<file path="config.mk">
export PLATFORM = sky130hd
export DESIGN_NAME = perf_control_interface_flat
export DESIGN_NICKNAME = d
export VERILOG_FILES = /design/src/rtl/perf_control_interface_pkg.sv /design/src/rtl/perf_control_interface_if.sv /design/src/rtl/perf_counter_slot.sv /design/src/rtl/perf_control_interface.sv /design/src/flat_wrapper.sv
export SDC_FILE = /design/constraint.sdc
export NUM_CORES = 1
export LEC_CHECK = 0
export CAP_MARGIN = 20
export CORE_AREA = 2 2 102 104
export CTS_CLUSTER_SIZE = 24
export DETAILED_ROUTE_END_ITERATION = 16
export DIE_AREA = 0 0 104 106
export PLACE_DENSITY_LB_ADDON = 0.25
export SYNTH_ARGS = -nofsm -noshare
export SYNTH_HDL_FRONTEND = slang
export SYNTH_SLANG_ARGS = --single-unit
export TNS_END_PERCENT = 20
</file>
<file path="constraint.sdc">
create_clock -name clk -period 2.55 [get_ports clk]
set_clock_uncertainty 0.1 [all_clocks]
set_input_delay 0.51 -clock clk [delete_from_list [all_inputs] [get_ports clk]]
set_output_delay 0.51 -clock clk [all_outputs]
set_load 0.005 [all_outputs]
</file>
<file path="src/rtl/perf_control_interface_pkg.sv">
// Shared constants for the performance-counter control front end:
// register addresses, CONTROL field positions and the data word type.
package perf_control_interface_pkg;

  typedef logic [31:0] scalar_t;

  localparam int TOTAL_PERF_EVENTS = 16;
  localparam int SEL_WIDTH         = 4;

  localparam logic [1:0] PERF_REG_SELECT  = 2'd0;
  localparam logic [1:0] PERF_REG_CONTROL = 2'd1;
  localparam logic [1:0] PERF_REG_VALUE   = 2'd2;
  localparam logic [1:0] PERF_REG_STATUS  = 2'd3;

  localparam int CTRL_ENABLE_BIT = 0;
  localparam int CTRL_CLEAR_BIT  = 1;
  localparam int CTRL_IRQ_EN_BIT = 2;
  localparam int CTRL_EVENT_LSB  = 8;

endpackage

</file>
<file path="src/rtl/perf_control_interface_if.sv">
// Control-register bus between the core's CR unit and the perf front end.
interface perf_control_interface_if;
  import perf_control_interface_pkg::*;

  // Strobe bus with no back-pressure: a write or read is taken in the cycle its
  // enable is high; read data arrives with cr_read_valid exactly one cycle later.
  logic       cr_write_en;
  logic       cr_read_en;
  logic [1:0] cr_addr;
  scalar_t    cr_write_data;
  scalar_t    cr_read_data;
  logic       cr_read_valid;

  modport master (
    output cr_write_en, cr_read_en, cr_addr, cr_write_data,
    input  cr_read_data, cr_read_valid
  );

  modport slave (
    input  cr_write_en, cr_read_en, cr_addr, cr_write_data,
    output cr_read_data, cr_read_valid
  );
endinterface

</file>
<file path="src/rtl/perf_counter_slot.sv">
// Per-counter control state: enable, irq enable, event select, sticky
// overflow and the one-cycle clear pulse.
module perf_counter_slot
  import perf_control_interface_pkg::*;
#(
  parameter int EVENT_IDX_WIDTH = 4
) (
  input  logic                       clk,
  input  logic                       reset,
  input  logic                       ctrl_write,
  input  scalar_t                    write_data,
  input  logic                       status_clear,
  input  logic                       wrap,
  output logic                       enable,
  output logic                       irq_en,
  output logic [EVENT_IDX_WIDTH-1:0] event_sel,
  output logic                       overflow,
  output logic                       clear
);

  logic clear_req;
  assign clear_req = ctrl_write & write_data[CTRL_CLEAR_BIT];

  always_ff @(posedge clk or negedge reset) begin
    if (!reset) begin
      enable    <= 1'b0;
      irq_en    <= 1'b0;
      event_sel <= '0;
      overflow  <= 1'b0;
      clear     <= 1'b0;
    end else begin
      if (ctrl_write) begin
        enable    <= write_data[CTRL_ENABLE_BIT];
        irq_en    <= write_data[CTRL_IRQ_EN_BIT];
        event_sel <= write_data[CTRL_EVENT_LSB +: EVENT_IDX_WIDTH];
      end
      clear <= clear_req;
      // A wrap in the same cycle as any clear keeps the overflow visible.
      if (wrap) begin
        overflow <= 1'b1;
      end else if (clear_req || status_clear) begin
        overflow <= 1'b0;
      end
    end
  end

endmodule

</file>
<file path="src/rtl/perf_control_interface.sv">
// Performance-counter control front end: counter select, address decode,
// registered read port and the overflow interrupt.
module perf_control_interface
  import perf_control_interface_pkg::*;
#(
  parameter int NUM_COUNTERS    = 4,
  parameter int NUM_EVENTS      = TOTAL_PERF_EVENTS,
  parameter int COUNTER_WIDTH   = 32,
  parameter int EVENT_IDX_WIDTH = $clog2(NUM_EVENTS)
) (
  input  logic                                    clk,
  input  logic                                    reset,
  perf_control_interface_if.slave                 cr,
  input  logic [NUM_COUNTERS*COUNTER_WIDTH-1:0]   counter_value,
  input  logic [NUM_COUNTERS-1:0]                 counter_wrap,
  output logic [NUM_COUNTERS-1:0]                 counter_enable,
  output logic [NUM_COUNTERS-1:0]                 counter_clear,
  output logic [NUM_COUNTERS*EVENT_IDX_WIDTH-1:0] counter_event_sel,
  output logic                                    perf_interrupt
);

  logic [SEL_WIDTH-1:0]       sel;
  logic                       wr_select;
  logic                       wr_control;
  logic                       wr_status;
  logic [NUM_COUNTERS-1:0]    irq_en_v;
  logic [NUM_COUNTERS-1:0]    overflow_v;
  logic [EVENT_IDX_WIDTH-1:0] event_a [NUM_COUNTERS];
  scalar_t                    read_next;
  scalar_t                    read_data_q;
  logic                       read_valid_q;

  assign wr_select  = cr.cr_write_en && (cr.cr_addr == PERF_REG_SELECT);
  assign wr_control = cr.cr_write_en && (cr.cr_addr == PERF_REG_CONTROL);
  assign wr_status  = cr.cr_write_en && (cr.cr_addr == PERF_REG_STATUS);

  for (genvar g = 0; g < NUM_COUNTERS; g++) begin : g_slot
    perf_counter_slot #(
      .EVENT_IDX_WIDTH(EVENT_IDX_WIDTH)
    ) u_slot (
      .clk         (clk),
      .reset       (reset),
      .ctrl_write  (wr_control && (sel == SEL_WIDTH'(g))),
      .write_data  (cr.cr_write_data),
      .status_clear(wr_status && cr.cr_write_data[g]),
      .wrap        (counter_wrap[g]),
      .enable      (counter_enable[g]),
      .irq_en      (irq_en_v[g]),
      .event_sel   (event_a[g]),
      .overflow    (overflow_v[g]),
      .clear       (counter_clear[g])
    );
    assign counter_event_sel[g*EVENT_IDX_WIDTH +: EVENT_IDX_WIDTH] = event_a[g];
  end

  // Read mux sees pre-write state, so a same-cycle write is not reflected.
  always_comb begin
    read_next = '0;
    case (cr.cr_addr)
      PERF_REG_SELECT: read_next[SEL_WIDTH-1:0] = sel;
      PERF_REG_CONTROL: begin
        for (int i = 0; i < NUM_COUNTERS; i++) begin
          if (sel == SEL_WIDTH'(i)) begin
            read_next[CTRL_ENABLE_BIT] = counter_enable[i];
            read_next[CTRL_IRQ_EN_BIT] = irq_en_v[i];
            read_next[CTRL_EVENT_LSB +: EVENT_IDX_WIDTH] = event_a[i];
          end
        end
      end
      PERF_REG_VALUE: begin
        for (int i = 0; i < NUM_COUNTERS; i++) begin
          if (sel == SEL_WIDTH'(i)) begin
            read_next[COUNTER_WIDTH-1:0] = counter_value[i*COUNTER_WIDTH +: COUNTER_WIDTH];
          end
        end
      end
      default: read_next[NUM_COUNTERS-1:0] = overflow_v;
    endcase
  end

  always_ff @(posedge clk or negedge reset) begin
    if (!reset) begin
      sel            <= '0;
      read_data_q    <= '0;
      read_valid_q   <= 1'b0;
      perf_interrupt <= 1'b0;
    end else begin
      // Out-of-range selects are dropped so sel always names a real counter.
      if (wr_select && ({1'b0, cr.cr_write_data[SEL_WIDTH-1:0]} < (SEL_WIDTH+1)'(NUM_COUNTERS))) begin
        sel <= cr.cr_write_data[SEL_WIDTH-1:0];
      end
      read_valid_q <= cr.cr_read_en;
      if (cr.cr_read_en) begin
        read_data_q <= read_next;
      end
      perf_interrupt <= |(overflow_v & irq_en_v);
    end
  end

  assign cr.cr_read_data  = read_data_q;
  assign cr.cr_read_valid = read_valid_q;

endmodule

</file>
<file path="src/flat_wrapper.sv">
// flat-port wrapper written by rule: the top's interface ports become plain ports
module perf_control_interface_flat import perf_control_interface_pkg::*;
#(
  parameter int NUM_COUNTERS    = 4,
  parameter int NUM_EVENTS      = TOTAL_PERF_EVENTS,
  parameter int COUNTER_WIDTH   = 32,
  parameter int EVENT_IDX_WIDTH = $clog2(NUM_EVENTS)
)
  (clk, reset, counter_value, counter_wrap, counter_enable, counter_clear, counter_event_sel, perf_interrupt, cr_cr_write_en, cr_cr_read_en, cr_cr_addr, cr_cr_write_data, cr_cr_read_data, cr_cr_read_valid);
  perf_control_interface_if cr_i ();
  input  logic clk;
  input  logic reset;
  input  logic [NUM_COUNTERS*COUNTER_WIDTH-1:0] counter_value;
  input  logic [NUM_COUNTERS-1:0] counter_wrap;
  output logic [NUM_COUNTERS-1:0] counter_enable;
  output logic [NUM_COUNTERS-1:0] counter_clear;
  output logic [NUM_COUNTERS*EVENT_IDX_WIDTH-1:0] counter_event_sel;
  output logic perf_interrupt;
  input wire logic [$bits(cr_i.cr_write_en)-1:0] cr_cr_write_en;
  input wire logic [$bits(cr_i.cr_read_en)-1:0] cr_cr_read_en;
  input wire logic [$bits(cr_i.cr_addr)-1:0] cr_cr_addr;
  input wire logic [$bits(cr_i.cr_write_data)-1:0] cr_cr_write_data;
  output wire logic [$bits(cr_i.cr_read_data)-1:0] cr_cr_read_data;
  output wire logic [$bits(cr_i.cr_read_valid)-1:0] cr_cr_read_valid;
  assign cr_i.cr_write_en = cr_cr_write_en;
  assign cr_i.cr_read_en = cr_cr_read_en;
  assign cr_i.cr_addr = cr_cr_addr;
  assign cr_i.cr_write_data = cr_cr_write_data;
  assign cr_cr_read_data = cr_i.cr_read_data;
  assign cr_cr_read_valid = cr_i.cr_read_valid;
  perf_control_interface #(.NUM_COUNTERS(NUM_COUNTERS), .NUM_EVENTS(NUM_EVENTS), .COUNTER_WIDTH(COUNTER_WIDTH), .EVENT_IDX_WIDTH(EVENT_IDX_WIDTH)) u_core (.clk(clk), .reset(reset), .cr(cr_i), .counter_value(counter_value), .counter_wrap(counter_wrap), .counter_enable(counter_enable), .counter_clear(counter_clear), .counter_event_sel(counter_event_sel), .perf_interrupt(perf_interrupt));
endmodule
</file>
* Word level (Yosys, flattened, before mapping)
Index checks and enable logic that the tools add are counted.
** Cells by class
- $lt $le $gt $ge :: 1
- Equal/unequal tests :: 6
- Mux-type cells :: 31
- Bitwise logic cells :: 5
- Reduce and logical (&&, ||, !) cells :: 23
** Operator list (number)
- 2-to-1 mux 32 bit :: 4
- 2-to-1 mux 20 bit :: 1
- 2-to-1 mux 4 bit :: 5
- 2-to-1 mux 1 bit :: 16
- logical AND 1 bit :: 12
- case mux 1 bit (3 select lines) :: 4
- == test 4 x 2 -> 1 bit, second input constant :: 2
- case mux 4 bit (2 select lines) :: 1
- nonzero test 2 bit :: 4
- bitwise AND 1 bit :: 4
- bitwise AND 4 bit :: 1
- == test 2 bit, second input constant :: 2
- == test 4 x 1 -> 1 bit, second input constant :: 1
- zero test 4 bit :: 1
- logical OR 1 bit :: 4
- less-than comparator 4 x 3 -> 1 bit, second input constant :: 1
- OR reduction 4 bit :: 1
- == test 2 x 1 -> 1 bit, second input constant :: 1
- zero test 2 bit :: 1
** Word-level totals
- Register bits :: 70
- Logic and storage cells :: 90

* Logic depth before layout (Yosys ltp)
Gate-level depths: netlist (run 1).
- Depth after elaboration :: 7
- Gate-level depth with buffers :: 7
- Gate-level depth less buffers :: 6

* Cells and area by module
A second synthesis (run 1) with hierarchy kept.
** Second synthesis, totals
- Cells, all modules :: 386
- Area total of the unflattened synthesis :: 4249.1 um^2
** Modules (own cells, without submodules)
- perf_control_interface :: instances 1, cells an instance 314, area an instance 2937.8 um^2, sequential area each 950.9 um^2
- perf_counter_slot :: instances 4, cells an instance 18, area an instance 327.8 um^2, sequential area each 200.2 um^2

* Least setup slack after synthesis (run 1)
No wires, ideal clock.
- Path type :: input port to flip-flop
- Start :: input cr_cr_addr[1]
- End :: register u_core.g_slot[0].u_slot.enable
- Arrival :: 1.722 ns
- Path slack :: 0.603 ns
- Stages :: 5
- Path buffers :: 0
- Cells stage by stage :: inv_1 > ha_1 > nand2_1 > nor4b_4 > mux2_2
** On the way
- Cells in the longest elaborated chain, start to end :: 3
** RTL lines
- from (decl) :: RTL line flat_wrapper.sv:21 : input wire logic [$bits(cr_i.cr_addr)-1:0] cr_cr_addr;
- == test 2 x 1 -> 1 bit :: RTL line perf_control_interface.sv:34 : assign wr_control = cr.cr_write_en && (cr.cr_addr == PERF_REG_CONTROL);
- logical AND 1 bit :: RTL line perf_control_interface.sv:34
- logical AND 1 bit :: RTL line perf_control_interface.sv:43 : .ctrl_write (wr_control && (sel == SEL_WIDTH'(g))),
- to (signal assigned) :: RTL line perf_counter_slot.sv:33 : enable <= write_data[CTRL_ENABLE_BIT];
- to (decl) :: RTL line perf_counter_slot.sv:14 : output logic enable,
Every way passes these cells.
A chain may end at the register's enable or synchronous reset.

* Final worst setup path (run 1)
- Start :: input cr_cr_addr[1]
- End :: register u_core.g_slot[3].u_slot.event_sel[0]
** On the way
- Cells in the longest elaborated chain, start to end :: 3
** RTL lines
- == test 2 x 1 -> 1 bit :: RTL line perf_control_interface.sv:34
- logical AND 1 bit :: RTL line perf_control_interface.sv:34
- logical AND 1 bit :: RTL line perf_control_interface.sv:43
- to (signal assigned) :: RTL line perf_counter_slot.sv:35 : event_sel <= write_data[CTRL_EVENT_LSB +: EVENT_IDX_WIDTH];
- to (decl) :: RTL line perf_counter_slot.sv:16 : output logic [EVENT_IDX_WIDTH-1:0] event_sel,
Every way passes these cells.

==> results of run 1 <==
## placed cells by master, fill, tap and decap left out, drive strengths merged
cell type	n
a22oi	2
mux2i	34
clkbuf	11
a211oi	16
mux4	3
inv	27
o2111ai	25
nand3	5
nor3b	3
a21oi	4
o22ai	1
nand4	1
nor2	8
nand2b	3
o211ai	2
nor3	2
nand2	38
ha	5
a221o	1
and2	2
o21bai	3
dfrtp	70
o21ai	26
clkdlybuf4s50	201
a221oi	1
a211o	4
buf	26
a21boi	1
mux2	53
a31oi	3
nor2b	14
nand3b	2
clkinv	2
nor4b	1
nor4	1
## routing by layer
metal	wire (um)	track usage	vias to the layer above
li1	-	-	1836
met5	0	0	-
met2	6300	0.404	167
met3	1120	0.0883	22
met1	5350	0.278	1821
met4	303	0.0743	0
## final cells by class
cell class	count	area (sq um)	share of cell area
tap	136	170	0.0259
inverter	27	101	0.0154
sequential	70	1760	0.267
clock buffer	11	151	0.0230
clock inverter	2	10.0	0.00152
timing repair buffer	227	2250	0.343
multi-input combinational	264	2130	0.324
## critical path: cells and delay by family
family / cells / cell delay [ps]
muxes: 1 / 370
adders and majority gates: 1 / 190
buffers and inverters: 3 / 760
and+or+nand+nor: 2 / 430
## sequential cells by signal (all words and copies together) (netlist names)
| signal | flops |
|---|---|
| u_core.cr.cr_read_data | 32 |
| u_core.g_slot.u_slot.event_sel | 16 |
| u_core.g_slot.u_slot.clear | 4 |
| u_core.g_slot.u_slot.enable | 4 |
| u_core.g_slot.u_slot.irq_en | 4 |
| u_core.g_slot.u_slot.overflow | 4 |
| u_core.sel | 4 |
| u_core.cr.cr_read_valid | 1 |
| u_core.perf_interrupt | 1 |
## kinds of logic after synthesis
group / count (synthesis)
mux: 90
compound gates: 89
simple gates: 80
flops: 70
buf+inv: 64
fa+ha+maj: 5
## worst max path at each step
stage                     slack, ps                                   end     startpoint  cells past startpoint
after floorplan                 600        u_core.g_slot[0].u_slot.enable  cr_cr_addr[1]                      5
after global placement          120  u_core.g_slot[3].u_slot.event_sel[1]  cr_cr_addr[1]                      7
after detailed placement         60  u_core.g_slot[3].u_slot.event_sel[2]  cr_cr_addr[1]                      7
after CTS                       410  u_core.g_slot[3].u_slot.event_sel[0]  cr_cr_addr[1]                      7
after global routing            270      u_core.g_slot[1].u_slot.overflow  cr_cr_addr[1]                      8
final                           400  u_core.g_slot[3].u_slot.event_sel[0]  cr_cr_addr[1]                      7
## report_power, final
group	switching, W	internal, W	total [W]
logic	0.000620	0.00103	0.00165
registers	0.000220	0.00135	0.00157
clock network	0.000381	0.000387	0.000767
## per-stage QoR
stage	util	setup WS [ps]	cells	instance area, sq um	hold WS [ps]
floorplan	-	603	398	4170	114
global placement	0.641	125	724	6410	398
detailed placement	0.641	58.0	724	6410	409
CTS	0.657	411	737	6570	38.3
global route	0.657	272	737	6570	57.7
finish	0.657	402	737	6570	40.0
==> out/metrics.cfg, run 1 <==
[yosys]
ys_warn_count=0
synth_area_sq_mm=0.00417
yosys.area.top_type=dfrtp_1
synth-simple-area-share=0.103
yosysMostFrequentCell=dfrtp_1
yosys.area_share.adder=0.0150
synthXorXnorAreaFrac=0
ys.flop_type=dfrtp_1
async_flop_share=1.00
ys_seq_area_frac=0.420
synthTopCellsByArea=dfrtp_1 42%, mux2_2 14%, mux2i_1 8.2%, o2111ai_1 5.2%, nand2_1 3.4%
synth_top_family_by_area=multiplexers
ys_seq_elements=70
synth.distinct_cells=37
muxShareOfSynthArea=0.241
syn_inst=398
synth.avg_cell_area_sq_um=10.5
syn-num-nets=573
synthTopCellsByCount=70 x dfrtp_1, 53 x mux2_2, 38 x nand2_1
synth-edff-count=0
synth-compound-area-share=0.151
synth_top_area_share=0.420

[grt]
grt_max_degree=44
grt-ovfl-total=0
grt_pass1_vias=3967
grt_pass1_wl_um=20700
grt_antenna_before_repair=0
grt_util_all_layers=0.237

[floorplanning]
coreArea_sq_mm=0.0100
rows=37
io_pins=228
die_x_um=104
start_util=0.417
die_h_um=106
die_area_sq_mm=0.0110

[setup_path]
reg2reg_to=u_core.cr.cr_read_data[21]
reg2reg_from=u_core.sel[0]
endpoint_kind=flip-flop
r2r_slack_ps=470
path_cells=clkdlybuf4s50_1, inv_1, ha_1, nand2_1, buf_4, nor2_4, mux2_2
critPathSlowestCell=clkdlybuf4s50_1
start_kind=primary input
critPathKind=primary input to flip-flop
worstPathArrival_ps=2260
critPathMaxStageDelay_ps=450
cp.required_ps=2670
reg2reg_depth=4
worstPathMaxFanout=6

[job]
drv_cap=0

[clocking]
clk_pin_slew_ps=70
clockBufferDepth=2
cts_buffers=9
h-tree-depth=3
clk_latency_ps=330
clkSinkCount=70
post_cts_buffers=0
hold_buffers=0
tritoncts=yes
cts-resized-gates=0
root_buffer=clkbuf_8

[timing]
period_needed_ps=2150
final_max_slew_viol_count=0
setup_viol=0
relSlewSlack=0.650
finalHoldViolations=0
rsz0062_at_grt=no
setup_tns_ps=0
fmax_mhz=466
finalCritPeriodShare=0.842
worst_pin_slew_ps=525

[route]
remaining_drc_errors=0
drt_iter0_drc=176
final_antenna_net_count=0
first_pass_iters=4
via_count=3846
wirelength_um=13100
wire_per_inst_um=17.7
vias_per_cell=5.22

[layout]
fillers=800
antennaDiodeCount=0
nNetsFinal=774
drive_gt1_frac=0.168
syn_to_final_growth_pct=57.5

[power_and_ir_drop]
peakVddDrop_uv=499
fin_total_pwr_w=0.00398
leakagePower_nw=2.71
p_per_area_mw_per_mm2=606

[hold_path]
hold_path.class=primary input to async pin

[outcome]
status=completed

[placed_design]
place_congestion=0.916
dp_hpwl_um=9940
port_buffers=203

Note: power is estimated with default switching activity, not from simulation.
==> inputs of run 2 (changes only) <==
--- a/config.mk
+++ b/config.mk
@@ -6,10 +6,10 @@
 export NUM_CORES = 1
 export LEC_CHECK = 0
 export CAP_MARGIN = 20
-export CORE_AREA = 2 2 102 104
+export CORE_AREA = 2 2 106 108
 export CTS_CLUSTER_SIZE = 24
 export DETAILED_ROUTE_END_ITERATION = 16
-export DIE_AREA = 0 0 104 106
+export DIE_AREA = 0 0 108 110
 export PLACE_DENSITY_LB_ADDON = 0.25
 export SYNTH_ARGS = -nofsm -noshare
 export SYNTH_HDL_FRONTEND = slang
==> constraint.sdc (replaced) <==
create_clock -name clk -period 1.99 [get_ports clk]
set_clock_uncertainty 0.1 [all_clocks]
set_input_delay 0.398 -clock clk [delete_from_list [all_inputs] [get_ports clk]]
set_output_delay 0.398 -clock clk [all_outputs]
set_load 0.005 [all_outputs]
==> out/metrics.cfg, run 2 (synthesis gave the netlist of run 1 again) <==
[setup_path]
worstPathArrival_ps=2020
worstPathMaxFanout=7
reg2reg_depth=4
cp-endpoint=u_core.g_slot[0].u_slot.event_sel[1]
reg2reg_from=u_core.sel[3]
reg2reg_to=u_core.g_slot[3].u_slot.event_sel[2]
worst-path-buf-inv=3
path_cells=clkdlybuf4s50_1, inv_1, ha_1, nand2_2, nor4b_4, buf_4, mux2_2
critPathSlowestCell=clkdlybuf4s50_1
endpoint_kind=flip-flop
crit_cells=7
r2r_slack_ps=220
start_kind=primary input
crit_family=buffers and inverters
critPathMaxStageDelay_ps=440
critPathKind=primary input to flip-flop
startpoint=cr_cr_addr[1]
cp.required_ps=2120

[route]
via_count=3831
remaining_drc_errors=0
wirelength_um=12900
drt_iter0_drc=160
vias_per_cell=5.07
final_antenna_net_count=0
first_pass_iters=4
wire_per_inst_um=17.1

[timing]
rsz0062_at_grt=no
relSlewSlack=0.673
setup_tns_ps=0
final_max_slew_viol_count=0
setup_viol=0
fmax_mhz=530
period_needed_ps=1890
finalCritPeriodShare=0.948
finalHoldViolations=0
worst_pin_slew_ps=490

[grt]
grt_pass1_vias=3778
grt_util_all_layers=0.212
grt_pass1_wl_um=19500
grt_antenna_before_repair=0
grt-ovfl-total=0
grt_max_degree=71

[placed_design]
dp_cells=738
place_congestion=0.829
dp_hpwl_um=9870
port_buffers=203

[clocking]
h-tree-depth=3
tritoncts=yes
clk_pin_slew_ps=70
clk_latency_ps=350
cts_buffers=9
root_buffer=clkbuf_8
clockBufferDepth=2
post_cts_buffers=0
clkSinkCount=70

[power_and_ir_drop]
fin_total_pwr_w=0.00541
p_per_area_mw_per_mm2=805
peakVddDrop_uv=494
leakagePower_nw=2.79

[layout]
largest_reg_flops=32
drive_gt1_frac=0.184
syn_to_final_growth_pct=61.0
final_core_util=0.628
nNetsFinal=785
antennaDiodeCount=0
final_cell_mix=201 x clkdlybuf4s50_1, 69 x dfrtp_1, 53 x mux2_2, 37 x nand2_1, 34 x mux2i_1
layout_commonest_cell=clkdlybuf4s50_1
fin_cells=755

[floorplanning]
start_util=0.390
rows=38
io_pins=228
die_area_sq_mm=0.0119
coreArea_sq_mm=0.0107
die_x_um=108
die_h_um=110

[outcome]
status=completed

[hold_path]
hold_path.class=primary input to flip-flop

[job]
drv_cap=0

## run 2: cell types whose count changed in the layout (fill, tap and decap cells not counted)
cell	change
buf_4	+10
bufinv_16	+2
clkbuf_1	+2
clkbuf_8	-1
dlygate4sd3_1	+1
nand2_1	-1
nand2_2	+1
## run 2: where the power goes
group	internal, W	switching, W
clock network	0.000737	0.000529
registers	0.00173	0.000257
logic	0.00134	0.000820
## run 2: per-stage QoR
step                      hold slack [ps]  instance area [sq um]  setup slack [ps]
after global placement                346                   6490              -271
after floorplan                      2.41                   4170               155
after global routing                  322                   6720              8.96
final                                 331                   6720               103
after CTS                             322                   6720              40.9
after detailed placement              358                   6490              -325
## run 2: metal layers
metal	part of all wire	GRT usage	vias to the layer above
li1	-	-	1861
met4	0.0051	0.0440	0
met2	0.49	0.367	153
met3	0.095	0.0735	5
met1	0.41	0.258	1812
met5	0	0	-
## run 2: worst min-delay path by stage
stage / slack (ps) / endpoint / depth (start not counted) / startpoint
5_1_grt: 320 / u_core.cr.cr_read_data[21] / 3 / cr_cr_read_en
3_5_place_dp: 360 / u_core.g_slot[3].u_slot.enable / 2 / reset
2_1_floorplan: 2 / u_core.cr.cr_read_data[0] / 0 / reset
6_report: 330 / u_core.cr.cr_read_data[21] / 3 / cr_cr_read_en
4_1_cts: 320 / u_core.cr.cr_read_data[21] / 3 / cr_cr_read_en
3_3_place_gp: 350 / u_core.g_slot[0].u_slot.enable / 2 / reset
## run 2: worst reg2reg max path, cell delays in order (launching register included)
cell,delay (ps)
dfrtp_1,470
nor3b_4,280
nand2_1,190
nor2_4,240
mux2_2,380
## run 2: cell type report
cell class,count,area (sq um)
clock buffers,12,145
clock inverters,4,70.1
fillers,893,3980
inverters,27,101
multi-input cells,264,2130
flip-flops and latches,70,1760
well taps,140,175
repair buffers,238,2340
## run 2: timing repair
| action | 4_1_cts | 5_1_grt |
|---|---|---|
| resized for setup | 0 | 1 |
| setup endpoints to repair | 0 | 14 |
| endpoints found under the hold margin | 63 | 0 |
| hold buffers | 1 | 0 |
==> inputs of run 3 (changes only) <==
--- a/config.mk
+++ b/config.mk
@@ -11,6 +11,7 @@
 export DETAILED_ROUTE_END_ITERATION = 16
 export DIE_AREA = 0 0 108 110
 export PLACE_DENSITY_LB_ADDON = 0.25
+export SKIP_LAST_GASP = 1
 export SYNTH_ARGS = -nofsm -noshare
 export SYNTH_HDL_FRONTEND = slang
 export SYNTH_SLANG_ARGS = --single-unit
==> results of run 3 <==
Same layout as run 2: the final DEF is identical, and so are final timing and power.
